File: src/rtl/control_unit_types_pkg.sv
// -----------------------------------------------------------------------------
// control_unit_types_pkg
// Shared types for the pipeline control logic.
//   pctrl_state_t : sequencing state of pipeline_ctrl (RUN, DWAIT, HALT)
//   pctrl_cause_t : which priority level is driving the latch controls
//   pctrl_ctrl_t  : bundle of PC enable plus the four latch enables/flushes
//   pctrl_decode  : maps a cause onto its latch control bundle
// -----------------------------------------------------------------------------
package control_unit_types_pkg;

  typedef enum logic [1:0] {
    RUN   = 2'd0,
    DWAIT = 2'd1,
    HALT  = 2'd2
  } pctrl_state_t;

  // Ordered highest priority first.
  typedef enum logic [2:0] {
    PRI_HALT    = 3'd0,
    PRI_DSTALL  = 3'd1,
    PRI_BRANCH  = 3'd2,
    PRI_LOADUSE = 3'd3,
    PRI_FETCH   = 3'd4,
    PRI_NONE    = 3'd5
  } pctrl_cause_t;

  typedef struct packed {
    logic pc_en;
    logic ifid_en;
    logic idex_en;
    logic exmm_en;
    logic mmwb_en;
    logic ifid_flush;
    logic idex_flush;
    logic exmm_flush;
    logic mmwb_flush;
  } pctrl_ctrl_t;

  function automatic pctrl_ctrl_t pctrl_decode(input pctrl_cause_t cause);
    pctrl_ctrl_t c;
    c = '0;
    case (cause)
      PRI_HALT: begin
        // Everything frozen; c stays all-zero.
      end
      PRI_DSTALL: begin
        // Front of the pipe holds; WB gets a bubble so the retiring
        // instruction is not written back twice.
        c.mmwb_en    = 1'b1;
        c.mmwb_flush = 1'b1;
      end
      PRI_BRANCH: begin
        // PC takes the target; the three younger wrong-path slots are squashed.
        c.pc_en      = 1'b1;
        c.ifid_en    = 1'b1;
        c.idex_en    = 1'b1;
        c.exmm_en    = 1'b1;
        c.mmwb_en    = 1'b1;
        c.ifid_flush = 1'b1;
        c.idex_flush = 1'b1;
        c.exmm_flush = 1'b1;
      end
      PRI_LOADUSE: begin
        // Hold PC and ID, push a bubble into EX behind the load.
        c.idex_en    = 1'b1;
        c.exmm_en    = 1'b1;
        c.mmwb_en    = 1'b1;
        c.idex_flush = 1'b1;
      end
      PRI_FETCH: begin
        // No instruction arrived: hold PC, feed a bubble into ID.
        c.ifid_en    = 1'b1;
        c.idex_en    = 1'b1;
        c.exmm_en    = 1'b1;
        c.mmwb_en    = 1'b1;
        c.ifid_flush = 1'b1;
      end
      default: begin
        c.pc_en   = 1'b1;
        c.ifid_en = 1'b1;
        c.idex_en = 1'b1;
        c.exmm_en = 1'b1;
        c.mmwb_en = 1'b1;
      end
    endcase
    return c;
  endfunction

endpackage

File: src/rtl/hazard_detect.sv
// -----------------------------------------------------------------------------
// hazard_detect
// Purely combinational load-use hazard detection between EX and ID.
// Ports:
//   idex_dREN    in  1  instruction in EX is a load
//   idex_rd      in  5  destination register of the EX instruction
//   ifid_rs      in  5  rs of the ID instruction
//   ifid_rt      in  5  rt of the ID instruction
//   ifid_rt_used in  1  ID instruction actually reads rt
//   lu_hazard    out 1  ID needs the load result before it is available
// -----------------------------------------------------------------------------
module hazard_detect (
  input  logic       idex_dREN,
  input  logic [4:0] idex_rd,
  input  logic [4:0] ifid_rs,
  input  logic [4:0] ifid_rt,
  input  logic       ifid_rt_used,
  output logic       lu_hazard
);

  logic rs_match;
  logic rt_match;

  assign rs_match = (idex_rd == ifid_rs);
  assign rt_match = ifid_rt_used & (idex_rd == ifid_rt);

  // r0 is hardwired to zero, so a load targeting it never creates a dependency.
  assign lu_hazard = idex_dREN & (idex_rd != 5'd0) & (rs_match | rt_match);

endmodule

File: src/rtl/pipeline_ctrl.sv
// -----------------------------------------------------------------------------
// pipeline_ctrl
// Hazard and sequencing controller for the five-stage pipeline. Produces the
// PC enable and the enable/flush pair of each inter-stage latch every cycle,
// latches processor halt and keeps saturating stall/flush counters.
// Parameters:
//   CNTW  width of the performance counters
// Ports:
//   CLK, nRST                 clock, asynchronous active-low reset
//   ihit, dhit                instruction / data cache handshakes
//   exmm_dREN, exmm_dWEN      load / store in MEM
//   exmm_branch_taken         branch in MEM resolved taken
//   mmwb_halt                 halt instruction in WB
//   idex_dREN, idex_rd        load in EX and its destination
//   ifid_rs, ifid_rt,
//   ifid_rt_used              source operands of the ID instruction
//   pc_en                     PC update enable (combinational)
//   *_en, *_flush             latch enables / synchronous clears (combinational)
//   halt                      processor halted (registered)
//   stall_cnt                 non-halted cycles with pc_en=0 (saturating)
//   flush_cnt                 taken-branch flush cycles (saturating)
// -----------------------------------------------------------------------------
module pipeline_ctrl
  import control_unit_types_pkg::*;
#(
  parameter int CNTW = 16
) (
  input  logic            CLK,
  input  logic            nRST,
  input  logic            ihit,
  input  logic            dhit,
  input  logic            exmm_dREN,
  input  logic            exmm_dWEN,
  input  logic            exmm_branch_taken,
  input  logic            mmwb_halt,
  input  logic            idex_dREN,
  input  logic [4:0]      idex_rd,
  input  logic [4:0]      ifid_rs,
  input  logic [4:0]      ifid_rt,
  input  logic            ifid_rt_used,
  output logic            pc_en,
  output logic            ifid_en,
  output logic            idex_en,
  output logic            exmm_en,
  output logic            mmwb_en,
  output logic            ifid_flush,
  output logic            idex_flush,
  output logic            exmm_flush,
  output logic            mmwb_flush,
  output logic            halt,
  output logic [CNTW-1:0] stall_cnt,
  output logic [CNTW-1:0] flush_cnt
);

  pctrl_state_t state_q;
  pctrl_cause_t cause;
  pctrl_ctrl_t  ctrl;
  logic         lu_hazard;
  logic         memreq;
  logic         dstall;

  hazard_detect u_hazard_detect (
    .idex_dREN    (idex_dREN),
    .idex_rd      (idex_rd),
    .ifid_rs      (ifid_rs),
    .ifid_rt      (ifid_rt),
    .ifid_rt_used (ifid_rt_used),
    .lu_hazard    (lu_hazard)
  );

  assign memreq = exmm_dREN | exmm_dWEN;
  // A hit in the same cycle the request appears completes it with no stall.
  assign dstall = memreq & ~dhit;

  // NOTE: every always_comb target gets a default before any branch so no
  // path leaves it unassigned and no latch is inferred.
  always_comb begin
    cause = PRI_NONE;
    if (state_q == HALT)        cause = PRI_HALT;
    else if (dstall)            cause = PRI_DSTALL;
    else if (exmm_branch_taken) cause = PRI_BRANCH;
    else if (lu_hazard)         cause = PRI_LOADUSE;
    else if (!ihit)             cause = PRI_FETCH;

    ctrl = pctrl_decode(cause);
    // Latches must not move while the core is held in reset.
    if (!nRST) ctrl = '0;
  end

  assign pc_en      = ctrl.pc_en;
  assign ifid_en    = ctrl.ifid_en;
  assign idex_en    = ctrl.idex_en;
  assign exmm_en    = ctrl.exmm_en;
  assign mmwb_en    = ctrl.mmwb_en;
  assign ifid_flush = ctrl.ifid_flush;
  assign idex_flush = ctrl.idex_flush;
  assign exmm_flush = ctrl.exmm_flush;
  assign mmwb_flush = ctrl.mmwb_flush;

  // NOTE: sequential state uses non-blocking assignments so every register
  // samples the pre-edge values regardless of statement order.
  always_ff @(posedge CLK or negedge nRST) begin
    if (!nRST) begin
      state_q   <= RUN;
      halt      <= 1'b0;
      stall_cnt <= '0;
      flush_cnt <= '0;
    end else begin
      // A halt whose WB slot is being bubbled this cycle is not retired yet.
      if (state_q != HALT && mmwb_halt && !ctrl.mmwb_flush) begin
        state_q <= HALT;
        halt    <= 1'b1;
      end else begin
        case (state_q)
          RUN:     if (dstall) state_q <= DWAIT;
          DWAIT:   if (dhit)   state_q <= RUN;
          default: state_q <= state_q;
        endcase
      end

      if (state_q != HALT && !ctrl.pc_en && stall_cnt != '1)
        stall_cnt <= stall_cnt + CNTW'(1);

      if (cause == PRI_BRANCH && flush_cnt != '1)
        flush_cnt <= flush_cnt + CNTW'(1);
    end
  end

endmodule

File: config.mk
export PLATFORM = sky130hd
export DESIGN_NAME = pipeline_ctrl
export DESIGN_NICKNAME = d
export VERILOG_FILES = /design/src/rtl/control_unit_types_pkg.sv /design/src/rtl/hazard_detect.sv /design/src/rtl/pipeline_ctrl.sv
export SDC_FILE = /design/constraint.sdc
export NUM_CORES = 1
export LEC_CHECK = 0
export BUFFER_PORTS_ARGS = -buffer_cell sky130_fd_sc_hd__buf_4
export CORE_MARGIN = 2
export CORE_UTILIZATION = 49
export DETAILED_ROUTE_END_ITERATION = 10
export GPL_TIMING_DRIVEN = 0
export PLACE_DENSITY = 0.8
export RECOVER_POWER = 100
export REMOVE_ABC_BUFFERS = 1
export SYNTH_ARGS = -nofsm -noshare
export SYNTH_HDL_FRONTEND = slang
export SYNTH_SLANG_ARGS = --single-unit
File: constraint.sdc
create_clock -name CLK -period 2.7 [get_ports CLK]
set_clock_uncertainty 0.2 [all_clocks]
set_input_delay 0.675 -clock CLK [delete_from_list [all_inputs] [get_ports CLK]]
set_output_delay 0.675 -clock CLK [all_outputs]
set_load 0.02 [all_outputs]
==> summary.md, run 1 <==
| Metric | Value |
|---|---|
| Worst-margin pin slew | `0.738 ns` |
| Sequential share of power | `0.519` |
| Residual DRC count | `0` |
| Cell Pwr Density | `479 nW/um2` |
| Vias | `1546` |
| Synth warnings | `0` |
| Vias in the first global route | `1416` |
| Initial antenna violation count | `0` |
| Post-Syn Area | `1850 um2` |
| Post-Syn Instances | `180` |
| Via-to-Cell Ratio | `5.15` |
| Rows | `22` |
| WS Path Type | `input port to output pin` |
| Final setup margin | `-0.131 ns` |
| DRT Pass-1 Iters | `4` |
| Clock network power share | `0.323` |
| Netlist cell types | `37` |
| Core area | `~3600 um2` |
| Overall routed net length | `4010 um` |
| Violated checks | `negative setup slack` |
| FMAX | `353 MHz` |
| Grt total ovfl | `0` |
| Hold Crit Class | `input port to asynchronous set/reset pin` |
| Run status | `finished, violations left` |
| Routability Congestion | `0.738` |
| Worst skew pair latency | `0.29 ns` |
| Pleak | `0.00114 uW` |
| Switch Pwr | `323 uW` |
| Final ANT Viol Nets | `0` |
| Place WS | `-0.227 ns` |
| Post-DP HPWL | `2820 um` |
| First-pass GRT wire length | `approximately 6500 um` |
| Nets | `between 200 and 300` |
| Combinational share of power | `0.158` |
| Multi-input gate area | `930 um2` |
| FF+latch count, synth | `35` |
| Register area share after synthesis | `0.474` |
| Area Growth Syn to Fin | `28.5%` |
| Switching Share | `0.285` |
| Clock transition at the registers of the reported paths | `about 0.06 ns` |
| DR WL/cell | `13.4 um` |
| CTS tree | `done` |
| Design area | `around 2400 um2` |
| Clk sinks | `35` |
| Die H | `65.4 um` |
| Max_cap viols | `0` |
| Crit. End Element | `output pin` |
| Register area | `876 um2` |
| Required time of the critical path | `1.82 ns` |
| Util after Layout | `0.653` |
| RSZ-0062 raised after global routing | `true` |
| Startpoint types | `input port` |
| I/O Buffers | `between 60 and 70` |
| Rel. slew slack | `0.501` |
| Num CTS Buffers | `5` |
| CP max FO | `3` |
| Initial core utilization | `0.508` |
| Htree depth | `2` |
| Die ar. | `4280 um2` |
| Die width | `65.4 um` |
| Gr usage total | `0.199` |
| Clk buf depth | `2` |
| Max VDD drop | `352 uV` |
| Iter 0 DRT Violations | `28` |
| Pin count of the biggest net entering global routing | `38` |
| Hold_buf cts | `0` |
| Dpl cell area | `~2400 um2` |
| Fillers | `349` |
| Internal power | `~810 uW` |
| Layout cells sized above 1 | `0.202` |
| Syn_area_per_cell | `10.3 um2` |
| Final Hold Fails | `0` |
| Io pins | `67` |
| Critical Path AT | `1.96 ns` |
| Root buffer cell | `clkbuf_8` |
| Final Setup Violations | `4` |
| Final Max Tran Viols | `0` |
| Number of antenna diodes | `0` |
| Fin crit period | `2.83 ns` |
| Period utilization | `1.05` |
[power by group through the flow]
stage               clock network, uW  logic, uW  registers (uW)
floorplan                           0       54.2             634
global placement                    0        192             600
detailed placement                  0        195             600
CTS                               379        203             591
global route                      404        203             595
finish                            366        180             590
[state kept, by name, indices dropped and copies added, names as in the netlist]
register,count
halt,1
state_q,2
stall_cnt,16
flush_cnt,16
[critical path, cell delays in order]
cell	delay, ns
buf_6	0.10
or4_4	0.54
o21ai_4	0.20
or2_4	0.16
nor2_1	0.04
nor2_1	0.08
buf_4	0.15
[cell usage in the layout (no fill, tap or decap), types with 3 or more instances in the layout]
cell / synthesis / final
clkbuf_1: 0 / 38
nand4_1: 9 / 9
dfrtp_1: 35 / 35
xor2_1: 24 / 24
nor3_1: 3 / 3
clkbuf_8: 0 / 5
xnor2_1: 15 / 15
nand3_1: 7 / 7
and3_1: 6 / 6
a21oi_2: 0 / 3
inv_1: 5 / 5
buf_4: 1 / 21
nand2_1: 14 / 14
and4_1: 3 / 3
nand2b_1: 4 / 4
nor2_1: 23 / 23
buf_6: 1 / 7
[metal layers]
| layer | wire length (um) | up-vias | track usage | part of all wire |
|---|---|---|---|---|
| li1 | - | 748 | - | - |
| met1 | 1860 | 742 | 0.260 | 0.46 |
| met2 | 1860 | 54 | 0.319 | 0.46 |
| met3 | 264 | 2 | 0.0599 | 0.066 |
| met4 | 26 | 0 | 0.0625 | 0.0065 |
| met5 | 0 | - | 0 | 0 |
[cells in the mapped netlist]
| cell type | instances | area share |
|---|---|---|
| a21oi_4 | 1 | 0.0088 |
| o21ai_2 | 1 | 0.0047 |
| clkbuf_2 | 1 | 0.0027 |
| and4_1 | 3 | 0.014 |
| mux2_1 | 1 | 0.0061 |
| a21oi_1 | 4 | 0.011 |
| and3_4 | 1 | 0.0061 |
| nor3_1 | 3 | 0.0081 |
| a41oi_4 | 1 | 0.015 |
| buf_2 | 1 | 0.0027 |
| buf_6 | 1 | 0.0061 |
| nor2_1 | 23 | 0.047 |
| nand2b_1 | 4 | 0.014 |
| inv_1 | 5 | 0.010 |
| nand3_1 | 7 | 0.019 |
| and4_4 | 1 | 0.0061 |
| mux2_2 | 1 | 0.0061 |
| and2_1 | 1 | 0.0034 |
| buf_4 | 1 | 0.0041 |
| nor4_1 | 2 | 0.0068 |
| nand4_1 | 9 | 0.030 |
| a32oi_1 | 1 | 0.0047 |
| o22ai_1 | 1 | 0.0034 |
| and3_1 | 6 | 0.020 |
| dfrtp_1 | 35 | 0.47 |
| o21ai_1 | 1 | 0.0027 |
| nand4_2 | 1 | 0.0068 |
| nor2b_1 | 2 | 0.0068 |
| nand2_1 | 14 | 0.028 |
| or4_1 | 1 | 0.0041 |
| a21o_1 | 1 | 0.0041 |
| nor2_2 | 1 | 0.0034 |
| xnor2_1 | 15 | 0.071 |
| xor2_1 | 24 | 0.11 |
| ha_1 | 2 | 0.014 |
| or2_2 | 2 | 0.0068 |
| o21bai_1 | 1 | 0.0041 |
[metrics by stage]
| step | setup TNS, ns | total power [uW] | hold WS, ns | std cells |
|---|---|---|---|---|
| final | -0.422 | 1140 | 0.0689 | 300 |
| after global placement | -0.946 | 792 | 0.241 | 290 |
| after detailed placement | -0.745 | 795 | 0.274 | 290 |
| after floorplan | -0.118 | 688 | 0.179 | 176 |
| after CTS | -0.383 | 1170 | 0.144 | 299 |
| after global routing | -2.72 | 1200 | 0.0842 | 300 |
[final cells by class]
type / count / share of cell area
multi-input combinational: 136 / 0.392
sequential: 35 / 0.369
timing repair buffer: 68 / 0.170
clock buffer: 6 / 0.0306
tap: 48 / 0.0253
inverter: 5 / 0.00791
clock inverter: 2 / 0.00527
[worst paths after layout]
kind                                          startpoint                        to  slack, ns  cells after the start
worst max register to register  stall_cnt[0]$_DFFE_PN0P_  stall_cnt[1]$_DFFE_PN0P_       0.05                      7
worst max-delay path                          idex_rd[4]                   ifid_en      -0.13                      7
max in group asynchronous                           nRST  stall_cnt[2]$_DFFE_PN0P_       1.98                      1
min in group CLK                        halt$_DFFE_PN0P_          halt$_DFFE_PN0P_       0.28                      1
worst min register to register          halt$_DFFE_PN0P_          halt$_DFFE_PN0P_       0.28                      1
worst min-delay path                                nRST  stall_cnt[9]$_DFFE_PN0P_       0.07                      1
[cells by family (layout without fill, tap and decap cells)]
kind of cell	Yosys count	in the layout	share of synthesized area
and+or+nand+nor	81	81	0.231
AOI/OAI and AO/OA	12	12	0.0583
xor gates and xnor gates	39	39	0.185
adders and majority gates	2	2	0.0135
muxes	2	2	0.0122
buffers and inverters	9	81	0.0257
DFF	35	35	0.474
[what timing repair did]
item                                    4_1_cts  5_1_grt
endpoints found under the setup margin        4        5
buffers inserted                              1        1
gates resized for setup                       9        7
pin swaps                                     8        6
(Power assumes the default switching activity.)
==> inputs of run 2 (changes only) <==
CORE_UTILIZATION = 44   (was 49)
PLACE_DENSITY = 0.76   (was 0.8)
clock period = 2.3 ns   (was 2.7 ns; I/O delays follow)
==> run 2 against run 1 <==
  * The run ends with max-capacitance violations, max-slew violations, negative setup slack left
  * Clock power grew 54%
  * Sequential power grew 17%
  * Worst hold slack gained 0.19 ns
  * Utilization shrank 2.7 points
  * Non-clock buffer count grew 8
  * Setup slack lost 0.20 ns
  * Die area grew 11%
  * Cell count grew 3.3%
  * Critical path type unchanged
==> summary.md, run 2 (synthesized netlist as in run 1, its figures left out) <==
| Metric | Value |
|---|---|
| Run status | `finished, violations left` |
| Violated checks | `max-capacitance violations, max-slew violations, negative setup slack` |
| Cell Pwr Density | `596 nW/um2` |
| Core area | `4030 um2` |
| CP max FO | `3` |
| Switching Share | `0.257` |
| Vias in the first global route | `1373` |
| Root buffer cell | `clkbuf_8` |
| Longest individual stage delay on the worst path | `0.27 ns` |
| Final Hold Fails | `0` |
| Internal power | `1120 uW` |
| Clock network power share | `0.374` |
| CTS tree | `done` |
| Pleak | `around 0.0012 uW` |
| Io pins | `67` |
| Worst R2R Start | `flush_cnt[0]$_DFFE_PN0P_` |
| Required time of the critical path | `1.52 ns` |
| Hold path cells | `1` |
| Gr usage total | `0.169` |
| Crit path depth | `8` |
| Initial antenna violation count | `0` |
| Num CTS Buffers | `5` |
| Final setup margin | `-0.332 ns` |
| GR peak layer | `met2` |
| CP max-delay cell | `or2_4` |
| Routability Congestion | `between 0.7 and 0.8` |
| Layout cells sized above 1 | `0.265` |
| Residual DRC count | `0` |
| Die ar. | `4730 um2` |
| Hold Crit Class | `flip-flop to flip-flop` |
| CP top delay family | `simple AND/OR/NAND/NOR gates` |
| Clk sinks | `35` |
| First-pass GRT wire length | `between 5000 and 6000 um` |
| Worst skew pair latency | `roughly 0.28 ns` |
| Final std cells w/o fill | `310` |
| Combinational share of power | `0.169` |
| Hold wc startpoint | `halt$_DFFE_PN0P_` |
| Post-DP HPWL | `2790 um` |
| M1 GR Usage | `0.210` |
| Setup TNS Final | `-1.30 ns` |
| Met3 Use GR | `0.0536` |
| R2R depth | `8` |
| Crit. End Element | `output pin` |
| Final Setup Violations | `9` |
| Inst Count DP | `292` |
| Htree depth | `2` |
| Switch Pwr | `roughly 390 uW` |
| Met2 GRT Util | `0.272` |
| Via-to-Cell Ratio | `5.08` |
| I/O Buffers | `66` |
| Final ANT Viol Nets | `0` |
| Clock transition at the registers of the reported paths | `0.06 ns` |
| Rows | `23` |
| Max_cap viols | `1` |
| R2R Setup Slk | `-0.06 ns` |
| Number of antenna diodes | `0` |
| Iter 0 DRT Violations | `48` |
| Buf+Inv Stages, Crit Path | `2` |
| Fin crit period | `around 2.6 ns` |
| Max VDD drop | `477 uV` |
| Worst r2r dst | `flush_cnt[15]$_DFFE_PN0P_` |
| Die width | `68.8 um` |
| Place WS | `-0.471 ns` |
| DR WL/cell | `12.9 um` |
| Critical Path AT | `approximately 1.9 ns` |
| Period utilization | `1.14` |
| Top Registers | `flush_cnt x16, stall_cnt x16, state_q x2` |
| WS Path Type | `input port to output pin` |
| Commonest non-fill, non-tap cells in the layout | `dfrtp_1, clkbuf_1, buf_4` |
| Grt total ovfl | `0` |
| Startpoint types | `input port` |
| Initial core utilization | `0.458` |
| DRT Pass-1 Iters | `4` |
| WHS Endpoint | `halt$_DFFE_PN0P_` |
| RSZ-0062 raised after global routing | `true` |
| Clk buf depth | `2` |
| Worst-margin pin slew | `1.53 ns` |
| Final Max Tran Viols | `36` |
| Area Growth Syn to Fin | `36.6%` |
| Vias | `1576` |
| Rel. slew slack | `-0.0231` |
| Worst-path cell chain | `buf_6, xor2_2, nor4_2, a32oi_1, or2_4, a21oi_2, nor2_1, buf_4` |
| Overall routed net length | `4000 um` |
| Die H | `68.8 um` |
| Sequential share of power | `0.457` |
| FMAX | `380 MHz` |
| Nets | `286` |
| Pin count of the biggest net entering global routing | `36` |
[run 2: how the worst max path moves through the flow]
stage,endpoint,slack (ns),startpoint
after floorplan,idex_flush,-0.28,idex_rd[4]
after global routing,ifid_flush,-0.41,ifid_rt[4]
after global placement,ifid_flush,-0.47,idex_rd[4]
after CTS,ifid_flush,-0.34,ifid_rt[0]
after detailed placement,ifid_flush,-0.47,idex_rd[4]
final,ifid_flush,-0.33,ifid_rt[4]
[run 2: area by class of cell]
cell class	instances	area, um2
Clock buffer	6	82.6
Clock inverter	2	35.0
Fill cell	357	1510
Inverter	5	18.8
Multi-Input combinational cell	136	986
Sequential cell	35	876
Tap cell	50	62.6
Timing Repair Buffer	76	462
[run 2: layer usage]
layer	up-vias	wire length, um
li1	765	-
met1	758	1790
met2	53	1880
met3	0	328
met4	0	0
met5	-	0
[run 2: stage by stage]
stage / hold slack (ns) / total power (uW) / utilization / area, um2
after floorplan: 0.0794 / 808 / - / 1820
after global placement: 0.240 / 928 / 0.590 / 2380
after detailed placement: 0.251 / 937 / 0.590 / 2380
after CTS: 0.0229 / 1530 / 0.649 / 2620
after global routing: 0.298 / 1580 / 0.626 / 2520
final: 0.255 / 1500 / 0.626 / 2520
[run 2: power groups by stage]
stage / Sequential (uW) / Clock [uW] / Combinational [uW]
after floorplan: 745 / 0 / 63.6
after global placement: 704 / 0 / 224
after detailed placement: 705 / 0 / 232
after CTS: 687 / 578 / 268
after global routing: 693 / 615 / 276
final: 688 / 562 / 254
[run 2: what timing repair did]
action | CTS | global route
hold endpoints to repair | 35 | 0
endpoints found under the setup margin | 22 | 27
resized for setup | 15 | 11
hold buffers | 1 | 0
setup buffers | 4 | 5
pin swaps | 11 | 7
==> inputs of run 3 (changes only) <==
==> constraint.sdc (replaced) <==
create_clock -name CLK -period 2.3 [get_ports CLK]
set_clock_uncertainty 0.2 [all_clocks]
set_input_delay 0.575 -clock CLK [delete_from_list [all_inputs] [get_ports CLK]]
set_output_delay 0.575 -clock CLK [all_outputs]
set_load 0.05 [all_outputs]
==> run 3 against run 2 <==
  * Register-to-register slack hardly changed
  * Flip-flop and latch count unchanged
  * Cell count up 0.97%
  * Critical path type unchanged
  * The flow still finishes with violations (max-capacitance violations, max-slew violations, negative setup slack)
  * Via count up 0.57%
  * Largest power group unchanged
  * Total power grew 6.1%
  * Wire length grew 1.4%
==> summary.md, run 3 (synthesized netlist as in run 1, its figures left out) <==
| Metric | Value |
|---|---|
| Run status | `finished, violations left` |
| Violated checks | `max-capacitance violations, max-slew violations, negative setup slack` |
| Final Hold Fails | `0` |
| Period utilization | `1.15` |
| Setup TNS Final | `-1.54 ns` |
| Util after Layout | `0.635` |
| Worst-margin pin slew | `roughly 1.5 ns` |
| Fin crit period | `2.66 ns` |
| Nets | `289` |
| Top Registers | `flush_cnt x16, stall_cnt x16, state_q x2` |
| CP max-delay cell | `or4_4` |
| Gr usage total | `0.173` |
| Number of antenna diodes | `0` |
| Overall routed net length | `approximately 4100 um` |
| Rows | `23` |
| Crit. End Element | `output pin` |
| CP max FO | `3` |
| Inst Count DP | `between 200 and 300` |
| I/O Buffers | `66` |
| Die H | `68.8 um` |
| Dpl cell area | `2380 um2` |
| Clock transition at the registers of the reported paths | `0.06 ns` |
| Final Max Tran Viols | `36` |
| WHS Endpoint | `halt$_DFFE_PN0P_` |
| Vias in the first global route | `1393` |
| Fillers | `roughly 350` |
| Pin count of the biggest net entering global routing | `36` |
| Io pins | `67` |
| R2R depth | `8` |
| Final Power | `about 1600 uW` |
| WS Path Type | `input port to output pin` |
| CTS tree | `done` |
| FMAX | `377 MHz` |
| Max_cap viols | `1` |
| Iter 0 DRT Violations | `34` |
| Die ar. | `4730 um2` |
| Design area | `2560 um2` |
| Startpoint types | `input port` |
| Max VDD drop | `approximately 570 uV` |
| Clk sinks | `35` |
| Worst-path cell chain | `buf_8, or4_4, o21ai_4, buf_4, o21ai_4, a21oi_1, buf_4` |
| CP top delay family | `simple AND/OR/NAND/NOR gates` |
| Post-DP HPWL | `2790 um` |
| Hold wc startpoint | `halt$_DFFE_PN0P_` |
| RSZ-0062 raised after global routing | `true` |
| Hold path cells | `1` |
| Rel. slew slack | `-0.0236` |
| R2R Setup Slk | `-0.06 ns` |
| Routability Congestion | `0.752` |
| Root buffer cell | `clkbuf_8` |
| Commonest non-fill, non-tap cells in the layout | `dfrtp_1, clkbuf_1, buf_4` |
| Clk buf depth | `2` |
| Final Setup Violations | `16` |
| Cell Pwr Density | `624 nW/um2` |
| Worst skew pair latency | `roughly 0.28 ns` |
| Vias | `1585` |
| Hold Crit Class | `flip-flop to flip-flop` |
| Final std cells w/o fill | `313` |
| Layout cells sized above 1 | `0.270` |
| Via-to-Cell Ratio | `5.06` |
| Residual DRC count | `0` |
| Pleak | `0.00125 uW` |
| Worst R2R Start | `flush_cnt[0]$_DFFE_PN0P_` |
| Die width | `about 70 um` |
| Initial antenna violation count | `0` |
| Critical Path AT | `1.88 ns` |
| Worst r2r dst | `flush_cnt[15]$_DFFE_PN0P_` |
| DR WL/cell | `12.9 um` |
| Register area | `876 um2` |
| Core area | `roughly 4000 um2` |
| Multi-input gate area | `roughly 980 um2` |
| Final setup margin | `-0.356 ns` |
| Final ANT Viol Nets | `0` |
| DRT Pass-1 Iters | `4` |
| Longest individual stage delay on the worst path | `0.54 ns` |
| Initial core utilization | `0.458` |
| Grt total ovfl | `0` |
| Buf+Inv Stages, Crit Path | `3` |
| Area Growth Syn to Fin | `38.6%` |
| Htree depth | `2` |
| Required time of the critical path | `1.52 ns` |
| Num CTS Buffers | `5` |
| First-pass GRT wire length | `6040 um` |
-- run 3: layout make-up --
class	instances	area share
Inverter	5	0.00733
Timing Repair Buffer	79	0.196
Tap cell	50	0.0244
Sequential cell	35	0.342
Multi-Input combinational cell	136	0.385
Clock buffer	6	0.0323
Clock inverter	2	0.0137
-- run 3: worst reg2reg max path, stage by stage (launching register included) --
cell	delay [ns]
dfrtp_1	0.43
ha_1	0.25
nand2_1	0.06
nor2_1	0.09
a41oi_1	0.49
nand4_2	0.26
nor2_4	0.19
nand4_1	0.14
xnor2_1	0.14
-- run 3: routing by layer --
layer / track usage / up-vias / share of wire
met5: 0 / - / 0
met4: 0.0735 / 0 / 0
met3: 0.0552 / 0 / 0.089
met2: 0.279 / 52 / 0.48
met1: 0.214 / 760 / 0.43
li1: - / 773 / -
-- run 3: worst max path at each step --
stage,start,endpoint,slack (ns),cells past startpoint
after floorplan,idex_rd[4],idex_flush,-0.70,5
after detailed placement,idex_rd[4],ifid_flush,-0.50,8
final,idex_rd[4],pc_en,-0.36,7
after global placement,idex_rd[4],ifid_flush,-0.50,8
after global routing,ifid_rt[0],ifid_flush,-0.40,8
after CTS,idex_rd[4],ifid_en,-0.40,7
-- run 3: report_power, final --
part	internal, uW	switching, uW	total [uW]	leakage (uW)
clock network	350	215	565	0.0000612
logic	118	225	343	0.000717
registers	652	36.7	688	0.000474
-- run 3: timing repair --
item                       4_1_cts  5_1_grt
hold buffers                     1        0
gates resized for setup         22        7
pin swaps                       15        5
hold endpoints to repair        35        0
setup endpoints to repair       22       27
setup buffers                    6        6
-- run 3: stage by stage --
stage                     setup slack, ns  hold slack [ns]
after floorplan                    -0.698           0.0794
after global placement             -0.502            0.240
after detailed placement           -0.504            0.251
after CTS                          -0.401           0.0276
after global routing               -0.398            0.298
final                              -0.356            0.257
